[src/rtl/seg_scan_driver.sv]
// seg_scan_driver
// Four-digit multiplexed seven-segment scan driver. It follows the one-hot
// phase word from a 4-bit ring counter and produces registered digit enables
// and segment data. Every phase change inserts BLANK_CYC dead cycles with all
// digits off, which suppresses ghosting. New display values arrive through a
// load/busy handshake and are only copied into the visible register at a frame
// boundary (an accepted change to phase 4'b1000), so a single frame never mixes
// two values. A phase word that is not one-hot latches a sticky fault.
//
// Ports:
//   clk         single clock, all logic on posedge
//   rst         synchronous active-high reset
//   phase[3:0]  one-hot digit select, bit i = digit i, 4'b1000 = frame start
//   load        one-cycle request to capture din
//   din[15:0]   four nibbles, din[4i+3:4i] is digit i
//   busy        pending value not yet transferred to the display
//   an[3:0]     registered digit enables, active-high
//   seg[6:0]    registered segments {g,f,e,d,c,b,a}, active-high
//   frame_start one-cycle pulse when a change to 4'b1000 is accepted
//   ovf         sticky: a load was dropped
//   err         sticky: illegal phase seen
//
// Parameter BLANK_CYC (0..15): dead-time cycles after each accepted phase change.
// Build option SEG_SCAN_HEX_EN: when defined, nibbles 10-15 show hex glyphs;
// when undefined they show a blank digit.

module seg_scan_driver #(
   parameter int BLANK_CYC = 2
) (
   input  logic        clk,
   input  logic        rst,
   input  logic [3:0]  phase,
   input  logic        load,
   input  logic [15:0] din,
   output logic        busy,
   output logic [3:0]  an,
   output logic [6:0]  seg,
   output logic        frame_start,
   output logic        ovf,
   output logic        err
);

   typedef enum logic [1:0] {IDLE, BLANK, DRIVE, FAULT} state_t;

   localparam logic [3:0] BLANK_INIT = 4'(BLANK_CYC);
   localparam bit         NO_BLANK   = (BLANK_CYC == 0);

   state_t      state, state_n;
   logic [3:0]  cur, cur_n;
   logic [3:0]  cnt, cnt_n;
   logic [15:0] display, display_n;
   logic [15:0] pending, pending_n;
   logic        busy_n, ovf_n, err_n, frame_start_n;
   logic [3:0]  an_n;
   logic [6:0]  seg_n;
   logic        phase_legal;
   logic        accept;
   logic        boundary;

   // Seven-segment glyphs; the letters only exist in the hex build.
   function automatic logic [6:0] decode(input logic [3:0] nib);
      logic [6:0] g;
      case (nib)
         4'd0:    g = 7'h3F;
         4'd1:    g = 7'h06;
         4'd2:    g = 7'h5B;
         4'd3:    g = 7'h4F;
         4'd4:    g = 7'h66;
         4'd5:    g = 7'h6D;
         4'd6:    g = 7'h7D;
         4'd7:    g = 7'h07;
         4'd8:    g = 7'h7F;
         4'd9:    g = 7'h6F;
`ifdef SEG_SCAN_HEX_EN
         4'd10:   g = 7'h77;
         4'd11:   g = 7'h7C;
         4'd12:   g = 7'h39;
         4'd13:   g = 7'h5E;
         4'd14:   g = 7'h79;
         4'd15:   g = 7'h71;
`endif
         default: g = 7'h00;
      endcase
      return g;
   endfunction

   // Picks the nibble addressed by a one-hot digit select.
   function automatic logic [3:0] pick_nibble(input logic [15:0] v, input logic [3:0] sel);
      logic [3:0] n;
      case (sel)
         4'b0001: n = v[3:0];
         4'b0010: n = v[7:4];
         4'b0100: n = v[11:8];
         default: n = v[15:12];
      endcase
      return n;
   endfunction

   assign phase_legal = (phase == 4'b0001) || (phase == 4'b0010) ||
                        (phase == 4'b0100) || (phase == 4'b1000);

   // Next-state and next-output logic. Digits are off unless the scan is in
   // DRIVE, so an and seg default to zero each cycle. A new phase restarts the
   // blanking count even when it arrives in the middle of BLANK. The load
   // handshake runs in every state; at a frame boundary the pending value moves
   // to the display and a load on that same edge refills pending without ovf.
   always_comb begin
      state_n       = state;
      cur_n         = cur;
      cnt_n         = cnt;
      display_n     = display;
      pending_n     = pending;
      busy_n        = busy;
      ovf_n         = ovf;
      err_n         = err;
      frame_start_n = 1'b0;
      an_n          = 4'b0000;
      seg_n         = 7'h00;
      accept        = 1'b0;
      boundary      = 1'b0;

      case (state)
         IDLE: begin
            if (phase != 4'b0000) begin
               if (phase_legal) begin
                  accept = 1'b1;
               end else begin
                  state_n = FAULT;
                  err_n   = 1'b1;
               end
            end
         end
         BLANK, DRIVE: begin
            if (!phase_legal) begin
               state_n = FAULT;
               err_n   = 1'b1;
            end else if (phase != cur) begin
               accept = 1'b1;
            end else if (state == BLANK) begin
               if (cnt <= 4'd1) begin
                  state_n = DRIVE;
                  cnt_n   = 4'd0;
               end else begin
                  cnt_n = cnt - 4'd1;
               end
            end else begin
               an_n  = cur;
               seg_n = decode(pick_nibble(display, cur));
            end
         end
         default: begin
            state_n = FAULT;
            err_n   = 1'b1;
         end
      endcase

      if (accept) begin
         cur_n         = phase;
         cnt_n         = BLANK_INIT;
         state_n       = NO_BLANK ? DRIVE : BLANK;
         boundary      = (phase == 4'b1000);
         frame_start_n = boundary;
      end

      if (boundary && busy) begin
         display_n = pending;
         if (load) begin
            pending_n = din;
         end else begin
            busy_n = 1'b0;
         end
      end else if (load) begin
         if (!busy) begin
            pending_n = din;
            busy_n    = 1'b1;
         end else begin
            ovf_n = 1'b1;
         end
      end

      // With no dead time the new digit lights on the very edge the change is
      // accepted, using the display value that edge produces.
      if (accept && NO_BLANK) begin
         an_n  = phase;
         seg_n = decode(pick_nibble(display_n, phase));
      end
   end

   // State and output registers; reset wins over every other event.
   always_ff @(posedge clk) begin
      if (rst) begin
         state       <= IDLE;
         cur         <= 4'b0000;
         cnt         <= 4'd0;
         display     <= 16'h0000;
         pending     <= 16'h0000;
         busy        <= 1'b0;
         ovf         <= 1'b0;
         err         <= 1'b0;
         frame_start <= 1'b0;
         an          <= 4'b0000;
         seg         <= 7'h00;
      end else begin
         state       <= state_n;
         cur         <= cur_n;
         cnt         <= cnt_n;
         display     <= display_n;
         pending     <= pending_n;
         busy        <= busy_n;
         ovf         <= ovf_n;
         err         <= err_n;
         frame_start <= frame_start_n;
         an          <= an_n;
         seg         <= seg_n;
      end
   end

endmodule
[config.mk]
export PLATFORM = sky130hd
export DESIGN_NAME = seg_scan_driver
export DESIGN_NICKNAME = d
export VERILOG_FILES = /design/src/rtl/seg_scan_driver.sv
export SDC_FILE = /design/constraint.sdc
export NUM_CORES = 1
export LEC_CHECK = 0
export ABC_AREA = 1
export BUFFER_PORTS_ARGS = -buffer_cell sky130_fd_sc_hd__buf_2
export CAP_MARGIN = 20
export CORE_MARGIN = 3
export CORE_UTILIZATION = 60
export DETAILED_ROUTE_END_ITERATION = 16
export PLACE_DENSITY = 0.82
export SYNTH_ARGS = -nofsm -noshare
export SYNTH_HDL_FRONTEND = slang
export SYNTH_SLANG_ARGS = --single-unit
[constraint.sdc]
create_clock -name clk -period 3.8 [get_ports clk]
set_input_delay 0 -clock clk [delete_from_list [all_inputs] [get_ports clk]]
set_output_delay 0 -clock clk [all_outputs]
set_load 0.02 [all_outputs]
==> results of run 1 <==
[logic make-up after synthesis]
kind of cell / share of synthesized area (%)
and+or+nand+nor: 37.0
buffers and inverters: 11.9
DFF: 38.0
AOI/OAI and AO/OA: 7.71
adders and majority gates: 5.41
[registers in the layout, summed over array words and instances (netlist names)]
signal and cells:
pending 16, busy 1, cnt 4, display 16, seg 7, state 2
ovf 1, frame_start 1, err 1, an 4, cur 4
[layout by cell type (no fill, tap or decap), types with 2 or more instances in the layout]
| cell type | n |
|---|---|
| nand2_1 | 117 |
| nor2_1 | 81 |
| inv_1 | 57 |
| dfxtp_1 | 57 |
| buf_2 | 37 |
| nand3_1 | 35 |
| a21oi_1 | 27 |
| dlygate4sd3_1 | 17 |
| ha_1 | 13 |
| clkbuf_8 | 10 |
| inv_2 | 7 |
| o21ai_0 | 6 |
| a21oi_2 | 6 |
| nand4_1 | 5 |
| nand2_2 | 4 |
| nand3b_1 | 4 |
| nor2_2 | 3 |
| nor2_4 | 2 |
| nor3_1 | 2 |
| clkinv_2 | 2 |
[worst max-delay path by stage]
| stage | startpoint | endpoint | slack, ps | cells past startpoint |
|---|---|---|---|---|
| global route | cur[1] | seg[0] | 1380 | 12 |
| floorplan | cur[1] | seg[0] | 2000 | 12 |
| CTS | state[0] | display[5] | 1630 | 7 |
| detailed placement | state[0] | display[3] | 1670 | 7 |
| global placement | cur[1] | seg[0] | 1760 | 12 |
| finish | state[0] | display[5] | 1640 | 7 |
[area by class of cell]
| type | instances | area (um^2) |
|---|---|---|
| well taps | 67 | 83.8 |
| clock buffers | 11 | 141 |
| fillers | 412 | 1260 |
| repair buffers | 55 | 363 |
| multi-input cells | 312 | 1510 |
| clock inverters | 3 | 42.5 |
| inverters | 65 | 245 |
| flip-flops and latches | 57 | 1140 |
[through the flow]
stage	setup slack [ps]	area, um^2	cells	total power [W]	utilization [%]
6_report	1640	3520	570	0.00157	73.6
5_1_grt	1380	3520	570	0.00168	73.6
4_1_cts	1630	3520	570	0.00158	73.6
3_5_place_dp	1670	3170	539	0.00103	66.2
3_3_place_gp	1760	3170	539	0.00102	66.2
2_1_floorplan	2000	3000	450	0.000963	-
[synth_stat cells (all sizes together), types with 3 or more instances]
library cell    n
nand2         121
nor2           86
inv            64
dfxtp          57
nand3          37
a21oi          33
ha             13
buf            11
o21ai           8
nand4           6
clkbuf          5
nand3b          4
nor3            3
[power breakdown]
group	internal (W)	total [W]	switching, W	leakage, nW
combinational	0.000133	0.000374	0.000240	1.32
sequential	0.000635	0.000662	0.0000273	0.466
clock	0.000312	0.000534	0.000222	0.0913
total	0.00108	0.00157	0.000490	1.88
[metal layers]
layer  GRT usage [%]  up-vias  share of wire [%]
li1                -     1484                  -
met1            29.2     1185                 48
met2            33.1       77                 45
met3            4.69       14                5.1
met4            13.0        0                2.4
met5               0        -                  0
[worst max-delay path, stage by stage, from the launching register on]
cell	delay (ps)
dfxtp_1	410
inv_1	120
ha_1	390
nand2_1	110
o21ai_2	80
nand4_2	580
nor2_1	290
nor2_1	70
==> results.md, run 1 <==
* Synth Register Bits at 57
* Port Buffers at 37
* Peak VDD IR at 0.254 mV
* Via count at 2760
* Latest clock arrival within the worst-skew pair at 330 ps
* Data arrival, critical path at 2380 ps
* Relative slew slack at 50.9%
* DRT Pass-1 Iters at 4
* Core ar. at 4790 um^2
* H-tree Lvls at 3
* Worst Max-Slew Pin Slew at 735 ps
* CTS tree: built
* Worst setup EP type: flop
* Cell Pwr Density at 446 nW/um^2
* Hold Vio Cnt, Final at 0
* Final Cycle Share at 56.7%
* CP required at 4020 ps
* Vias in the first global route at 2414
* Hold slack at 45.2 ps
* Critical Setup Path Class: reg -> reg
* Slew Viols, Final at 0
* Final wirelength at 5.87 mm
* Sink Count at 57
* TritonCTS buffer count at 9
* Synth Cell Area at 3000 um^2
* Status: finished, final reports clean
* R2r worst-path depth at 7
* FF-to-FF End: display[5]
* Routed vias/inst at 4.84
* Post-synthesis sequential area ratio at 38.0%
* Cell row count at 25
* Max-cap violations at 0
* Hold WC Path Type: in -> reg
* FF-to-FF setup slack at 1640 ps
* Leakage Power at 1.88 nW
* Share of layout cells above drive strength 1 at 15.7%
* Starting density of the core at 62.8%
* Hold Path Sink: cur[0]
* Mean Syn Cell Area at 6.68 um^2
* Largest net degree at the start of global routing at 41
* Minimum clock period at 2160 ps
* CP Launch Type: flop
* Die area at 5890 um^2
* Hold buffer count at cts at 17
* Final setup vio count at 0
* Post-DP HPWL at 3.91 mm
* Grt ovf at 0
* First-pass GRT wire length at 10.7 mm
* Critical hold path startpoint: phase[0]
* Gate Count Post-Synth at 450
* Ys flop type: dfxtp_1
* Post-Syn Nets at 486
* Initial antenna violation count at 0
* Routed len/inst at 10.3 um
* Antenna-violating nets left at 0
* Distinct cells, synth at 29
* Die width at 76.8 um
* Die Ht at 76.8 um
* IO Count at 38
* Dominant cell type by area after synthesis: dfxtp_1
* FFs w/ async S/R, synth at 0%
* Residual DRC count at 0
* RSZ-0062 raised after global routing: no
* Clk buf depth at 2
* Share of the synthesized area in the top cell type at 38.0%
* YS warnings at 0
* WHS Path Cells at 3
* Sum Neg Setup Slack at 0 ps
* FF-to-FF Start: state[0]
* Clk_skew at 7.17 ps
* EDFF count, synth at 0
* Global-route usage over all layers at 22.1%
* Root Buffer: clkbuf_8
* Gpl congestion at 0.931
* Ranking of synthesized cells by area: dfxtp_1 (38%), nand2_1 (15%), nor2_1 (10%)
* CTS resizes at 0
* Area Growth Syn to Fin at 17.3%
* # diodes at 0
* Crit path max fanout at 32
* Fmax at 464 MHz
* # Post-CTS Setup Buffers at 0
* Initial DRC count at 153
* # nets final at 536
* Reg clk slew, reported paths at 60 ps
Power figures use the tool's default switching activity.
==> run 2: changes to the inputs <==
--- a/config.mk
+++ b/config.mk
@@ -5,13 +5,13 @@
 export SDC_FILE = /design/constraint.sdc
 export NUM_CORES = 1
 export LEC_CHECK = 0
-export ABC_AREA = 1
+export ABC_AREA = 0
 export BUFFER_PORTS_ARGS = -buffer_cell sky130_fd_sc_hd__buf_2
 export CAP_MARGIN = 20
 export CORE_MARGIN = 3
-export CORE_UTILIZATION = 60
+export CORE_UTILIZATION = 57
 export DETAILED_ROUTE_END_ITERATION = 16
-export PLACE_DENSITY = 0.82
+export PLACE_DENSITY = 0.79
 export SYNTH_ARGS = -nofsm -noshare
 export SYNTH_HDL_FRONTEND = slang
 export SYNTH_SLANG_ARGS = --single-unit
==> constraint.sdc (replaced) <==
create_clock -name clk -period 2 [get_ports clk]
set_input_delay 0 -clock clk [delete_from_list [all_inputs] [get_ports clk]]
set_output_delay 0 -clock clk [all_outputs]
set_load 0.02 [all_outputs]
==> run 2 against run 1 <==
  * The flow now finishes with violations (negative setup slack)
  * Wire length grew 31%
  * First-iteration DRC count grew 4.6%
  * Flip-flop and latch count is the same
  * Cell area is 11% higher
  * Largest power group unchanged
==> results.md, run 2 <==
* Dpl cells at 456
* Met3 wire length at 478 um
* Area Growth Syn to Fin at 34.3%
* Die width at 77.6 um
* Largest net degree at the start of global routing at 38
* Synth Cell Area at 2920 um^2
* RSZ-0062 raised after global routing: yes
* Switching Fraction at 27.3%
* Crit path max fanout at 7
* Cell family with most CP delay: compound AO/OA/AOI/OAI gates
* Most common cell after layout, fill and taps aside: dfxtp_1
* Grt ovf at 0
* CP bufs+invs at 3
* Max-cap violations at 0
* Met2 WL at 3.72 mm
* Starting density of the core at 60.2%
* Via count at 2900
* Residual DRC count at 0
* Top Layer Used: met4
* Clock power share at 40.2%
* Final wirelength at 7.67 mm
* Mean Syn Cell Area at 8.34 um^2
* Cell row count at 25
* Global-route usage over all layers at 25.8%
* Fmax at 471 MHz
* Final Cycle Share at 106%
* Critical Setup Path Class: reg -> reg
* Share of the synthesized area in the top cell type at 39.1%
* Root Buffer: clkbuf_8
* Most instantiated cells after synthesis: dfxtp_1 (57), a21oi_1 (51), nand3_1 (37)
* Dominant cell type by area after synthesis: dfxtp_1
* FFs w/ async S/R, synth at 0%
* # nets final at 462
* Most frequent cell after synthesis: dfxtp_1
* Simple-Gate Fraction of Synth Area at 22.2%
* Leakage Power at 1.58 nW
* Most frequent cells in the layout: dfxtp_1 (53), a21oi_1 (48), nand3_1 (37), buf_2 (37), buf_4 (32)
* Internal at 0.00208 W
* Clk buf depth at 2
* Synth Register Bits at 57
* Latest clock arrival within the worst-skew pair at 340 ps
* Sw Pwr at 0.000782 W
* Sink Count at 57
* Largest registers: display x16, pending x16, seg x7
* Post-DP HPWL at 4.79 mm
* Hold WC Path Type: in -> reg
* DRT Pass-1 Iters at 6
* Final setup vio count at 5
* Cell Pwr Density at 729 nW/um^2
* Gpl congestion at 0.929
* Crit path cell chain: and3b_2 -> or2_0 -> a222oi_1 -> inv_1 -> buf_6 -> buf_6 -> ha_4 -> o21ai_1 -> nand2_1 -> a21oi_1
* Dpl ws at -44.6 ps
* Distinct cells, synth at 60
* Slew Viols, Final at 0
* Antenna-violating nets left at 0
* Core Util, Final at 80.9%
* FF-to-FF setup slack at -120 ps
* Max incr delay on CP at 410 ps
* CP required at 2280 ps
* # diodes at 0
* Post-Syn Nets at 386
* Status: finished with violations
* Vias in the first global route at 2685
* TritonCTS buffer count at 9
* CP dominant cell by count: buf_6
* Minimum clock period at 2120 ps
* Initial antenna violation count at 0
* Finished Layout Cells at 497
* Ys flop type: dfxtp_1
* CP Launch Type: flop
* Port Buffers at 37
* CP max stage cell: a222oi_1
* Data arrival, critical path at 2400 ps
* Final WS setup at -122 ps
* Wl on met1 at 3.37 mm
* Xor and xnor area share after synthesis at 2.10%
* Routed len/inst at 15.4 um
* Die Ht at 77.6 um
* EDFF count, synth at 0
* Post-synthesis sequential area ratio at 39.1%
* H-tree Lvls at 3
* Combinational family with the most area after synthesis: compound AO/OA/AOI/OAI gates
* Share of layout cells above drive strength 1 at 30.2%
* Comb pwr share at 17.8%
* Peak VDD IR at 0.558 mV
* YS warnings at 0
* Ranking of synthesized cells by area: dfxtp_1 (39%), a21oi_1 (8.7%), nand3_1 (6.3%)
* Sequential share of power at 41.9%
* CTS tree: built
* Clk_skew at 6.27 ps
* IO Count at 38
* Routed vias/inst at 5.84
* Reg clk slew, reported paths at 70 ps
* Mux cell area share after synthesis at 0%
* Initial DRC count at 160
* Gate Count Post-Synth at 350
* Worst Max-Slew Pin Slew at 523 ps
* Core ar. at 4850 um^2
* Synth Area in Adders at 5.57%
* Synth Area in Compound Gates at 24.7%
* Relative slew slack at 65.1%
* Die area at 6020 um^2
* First-pass GRT wire length at 12.5 mm
* Failing checks: negative setup slack
* Hold Vio Cnt, Final at 0
* Worst setup EP type: flop
[run 2: final timing paths]
kind	start	endpoint	depth (start not counted)
setup reg to reg	cur[0]	seg[2]	10
hold reg to reg	display[4]	display[4]	2
hold / removal	phase[1]	cur[1]	3
setup / recovery	cur[0]	seg[2]	10
[run 2: metrics by stage]
step	total power (W)	setup TNS, ps	hold slack [ps]	instance area [um^2]
final	0.00286	-391	10.6	3920
after global routing	0.00297	-1540	39.3	3920
after CTS	0.00281	-142	6.36	3780
after detailed placement	0.00164	-80.6	280	3320
after global placement	0.00163	0	274	3320
after floorplan	0.00151	-1990	172	2940
[run 2: timing repair]
item,4_1_cts,5_1_grt
hold endpoints to repair,20,0
pin swaps,6,21
setup buffers,6,3
gates resized for setup,7,33
setup endpoints to repair,7,36
hold buffers,19,0
[run 2: worst reg2reg max path: cells and delay by family (launching register included)]
| family | cells | cell delay (ps) |
|---|---|---|
| AND/OR/NAND/NOR | 3 | 470 |
| adder cells (fa/ha/maj) | 1 | 140 |
| flip-flops | 1 | 390 |
| buffers and inverters | 3 | 450 |
| AO/OA/AOI/OAI | 3 | 610 |
[run 2: final cells by class]
| class | count | area (um^2) |
|---|---|---|
| clock buffer | 11 | 163 |
| clock inverter | 4 | 48.8 |
| fill | 309 | 928 |
| inverter | 16 | 60.1 |
| multi-input combinational | 250 | 1740 |
| sequential | 57 | 1150 |
| tap | 67 | 83.8 |
| timing repair buffer | 92 | 669 |
[run 2: logic make-up after synthesis]
| family | after synthesis |
|---|---|
| xor gates and xnor gates | 7 |
| and+or+nand+nor | 115 |
| AOI/OAI and AO/OA | 115 |
| buffers and inverters | 43 |
| adders and majority gates | 13 |
| DFF | 57 |
[run 2: layer usage]
layer / global-route usage, % / vias to the layer above
li1: - / 1422
met1: 32.5 / 1358
met2: 42.7 / 108
met3: 6.38 / 12
met4: 9.43 / 0
met5: 0 / -
[run 2: power by group through the flow]
stage               clock network (W)  logic, W  registers [W]
CTS                           0.00115  0.000462        0.00120
floorplan                           0  0.000283        0.00122
finish                        0.00115  0.000510        0.00120
detailed placement                  0  0.000416        0.00122
global placement                    0  0.000406        0.00122
global route                  0.00121  0.000554        0.00120
==> run 3: changes to the inputs <==
--- a/config.mk
+++ b/config.mk
@@ -8,10 +8,13 @@
 export ABC_AREA = 0
 export BUFFER_PORTS_ARGS = -buffer_cell sky130_fd_sc_hd__buf_2
 export CAP_MARGIN = 20
+export CELL_PAD_IN_SITES_DETAIL_PLACEMENT = 1
+export CELL_PAD_IN_SITES_GLOBAL_PLACEMENT = 1
 export CORE_MARGIN = 3
-export CORE_UTILIZATION = 57
+export CORE_UTILIZATION = 43
 export DETAILED_ROUTE_END_ITERATION = 16
-export PLACE_DENSITY = 0.79
+export GPL_TIMING_DRIVEN = 0
+export PLACE_DENSITY_LB_ADDON = 0.1
 export SYNTH_ARGS = -nofsm -noshare
 export SYNTH_HDL_FRONTEND = slang
 export SYNTH_SLANG_ARGS = --single-unit
==> run 3 against run 2 <==
  * The flow still finishes with violations (negative setup slack)
  * Wire length is 43% higher
  * Combinational power up 19%
  * Core utilization down 17 points
  * Sequential power about the same
  * Critical endpoint is now seg[6]
  * Cell area rose by 5.1%
  * Register-to-register slack got worse by 270 ps
  * Die area increased by 30%
  * Highest routed layer unchanged
  * Maximum frequency is 11% lower
  * Global-route usage decreased by 0.65 points
  * Clock skew increased by 12 ps
==> results.md, run 3 (synthesis gave the netlist of run 2 again) <==
* Gpl congestion at 0.774
* Finished Layout Cells at 530
* Clk_skew at 18.7 ps
* Worst Max-Slew Pin Slew at 756 ps
* Dpl ws at -887 ps
* Max-cap violations at 0
* Failing checks: negative setup slack
* Routed len/inst at 20.6 um
* CTS tree: built
* Crit path max fanout at 8
* CP max stage cell: nor4b_4
* Dpl cells at 460
* Peak VDD IR at 0.531 mV
* Reg clk slew, reported paths at 90 ps
* Die width at 88.4 um
* Max incr delay on CP at 370 ps
* Hold WC Path Type: in -> reg
* Cell family with most CP delay: compound AO/OA/AOI/OAI gates
* Data arrival, critical path at 2620 ps
* Most common cell after layout, fill and taps aside: dfxtp_1
* Cell Pwr Density at 749 nW/um^2
* Fmax at 418 MHz
* Routed vias/inst at 6.02
* Area Growth Syn to Fin at 41.2%
* Minimum clock period at 2390 ps
* Leakage Power at 1.67 nW
* Initial DRC count at 251
* DRT Pass-1 Iters at 5
* Final Cycle Share at 120%
* CP dominant cell by count: buf_4
* Hold Vio Cnt, Final at 0
* Slew Viols, Final at 0
* CP required at 2220 ps
* Grt ovf at 0
* CP Depth at 11
* Post-DP HPWL at 5.75 mm
* CP bufs+invs at 3
* Fill count at 763
* Cell row count at 29
* Global-route usage over all layers at 25.2%
* Antenna-violating nets left at 0
* CP Launch Type: flop
* R2r worst-path depth at 11
* Port Buffers at 33
* Sink Count at 57
* TritonCTS buffer count at 9
* WHS Path Cells at 3
* Via count at 3189
* RSZ-0062 raised after global routing: yes
* Largest registers: display x16, pending x16, seg x7
* Final setup vio count at 12
* Clk buf depth at 2
* Total power at 0.00309 W
* IO Count at 38
* Worst setup EP type: flop
* Most frequent cells in the layout: dfxtp_1 (53), a21oi_1 (49), buf_4 (40)
* Critical Setup Path Class: reg -> reg
* Largest net degree at the start of global routing at 13
* Latest clock arrival within the worst-skew pair at 360 ps
* Final wirelength at 10.9 mm
* Starting density of the core at 45.2%
* # diodes at 0
* First-pass GRT wire length at 15.3 mm
* Vias in the first global route at 3091
* Crit path cell chain: buf_4 -> nor4b_4 -> buf_4 -> nand2_1 -> o21ai_2 -> a21o_1 -> buf_4 -> ha_1 -> nor3_2 -> o31ai_1 -> a21oi_1
* Share of layout cells above drive strength 1 at 32.0%
* Residual DRC count at 0
* # nets final at 484
* Status: finished with violations
* Final WS setup at -391 ps
* Die Ht at 88.4 um
* Root Buffer: clkbuf_8
* Initial antenna violation count at 0
* Die area at 7810 um^2
* H-tree Lvls at 3
* Relative slew slack at 49.2%
* Core ar. at 6460 um^2
## run 3: cell count changes in the layout (fill, tap and decap cells not counted), moves of 3 or more
cell,previous run,this run
clkbuf_1,0,15
buf_2,37,34
o21ai_1,5,2
buf_4,32,40
dlygate4sd3_1,19,16
## run 3: layout make-up
class	instances	area [um^2]	area share, %
sequential	57	1160	28.1
timing repair buffer	89	642	15.6
clock inverter	7	103	2.49
multi-input combinational	250	1790	43.3
inverter	16	63.8	1.55
buffer	25	151	3.67
tap	77	96.3	2.34
clock buffer	9	124	3.01
## run 3: path summary, 6_finish.rpt
| path | from | endpoint | slack, ps |
|---|---|---|---|
| max | cur[3] | seg[6] | -390 |
| min | phase[2] | cur[2] | 110 |
| max reg2reg | cur[3] | seg[6] | -390 |
| min reg2reg | pending[1] | pending[1] | 470 |
## run 3: stage by stage
step | util (%) | setup TNS (ps) | hold WS, ps | cell area (um^2)
finish | 63.8 | -2630 | 112 | 4120
global route | 63.8 | -4830 | 129 | 4120
CTS | 59.8 | -724 | 60.3 | 3860
detailed placement | 49.6 | -12500 | 287 | 3200
global placement | 49.6 | -12030 | 281 | 3200
floorplan | - | -1990 | 172 | 2940
## run 3: power by group
part / internal (W) / switching (W)
Sequential: 0.00117 / 0.0000297
Combinational: 0.000253 / 0.000352
Clock: 0.000714 / 0.000568
## run 3: timing repair
item / CTS / global route
gates resized for setup: 25 / 35
pin swaps: 12 / 12
gates cloned: 0 / 0
endpoints found under the hold margin: 16 / 0
setup endpoints to repair: 48 / 53
hold buffers: 16 / 0
setup buffers: 23 / 18
## run 3: routing by layer
| metal | track usage [%] | routed length (um) |
|---|---|---|
| met1 | 30.7 | 4450 |
| met2 | 43.9 | 5450 |
| met3 | 4.75 | 563 |
| met4 | 9.34 | 474 |
| met5 | 0 | 0 |
## run 3: worst min-delay path, delay by kind of cell
kind / cells / cell delay (ps)
AOI/OAI and AO/OA: 1 / 70
and+or+nand+nor: 1 / 130
buffers and inverters: 1 / 220
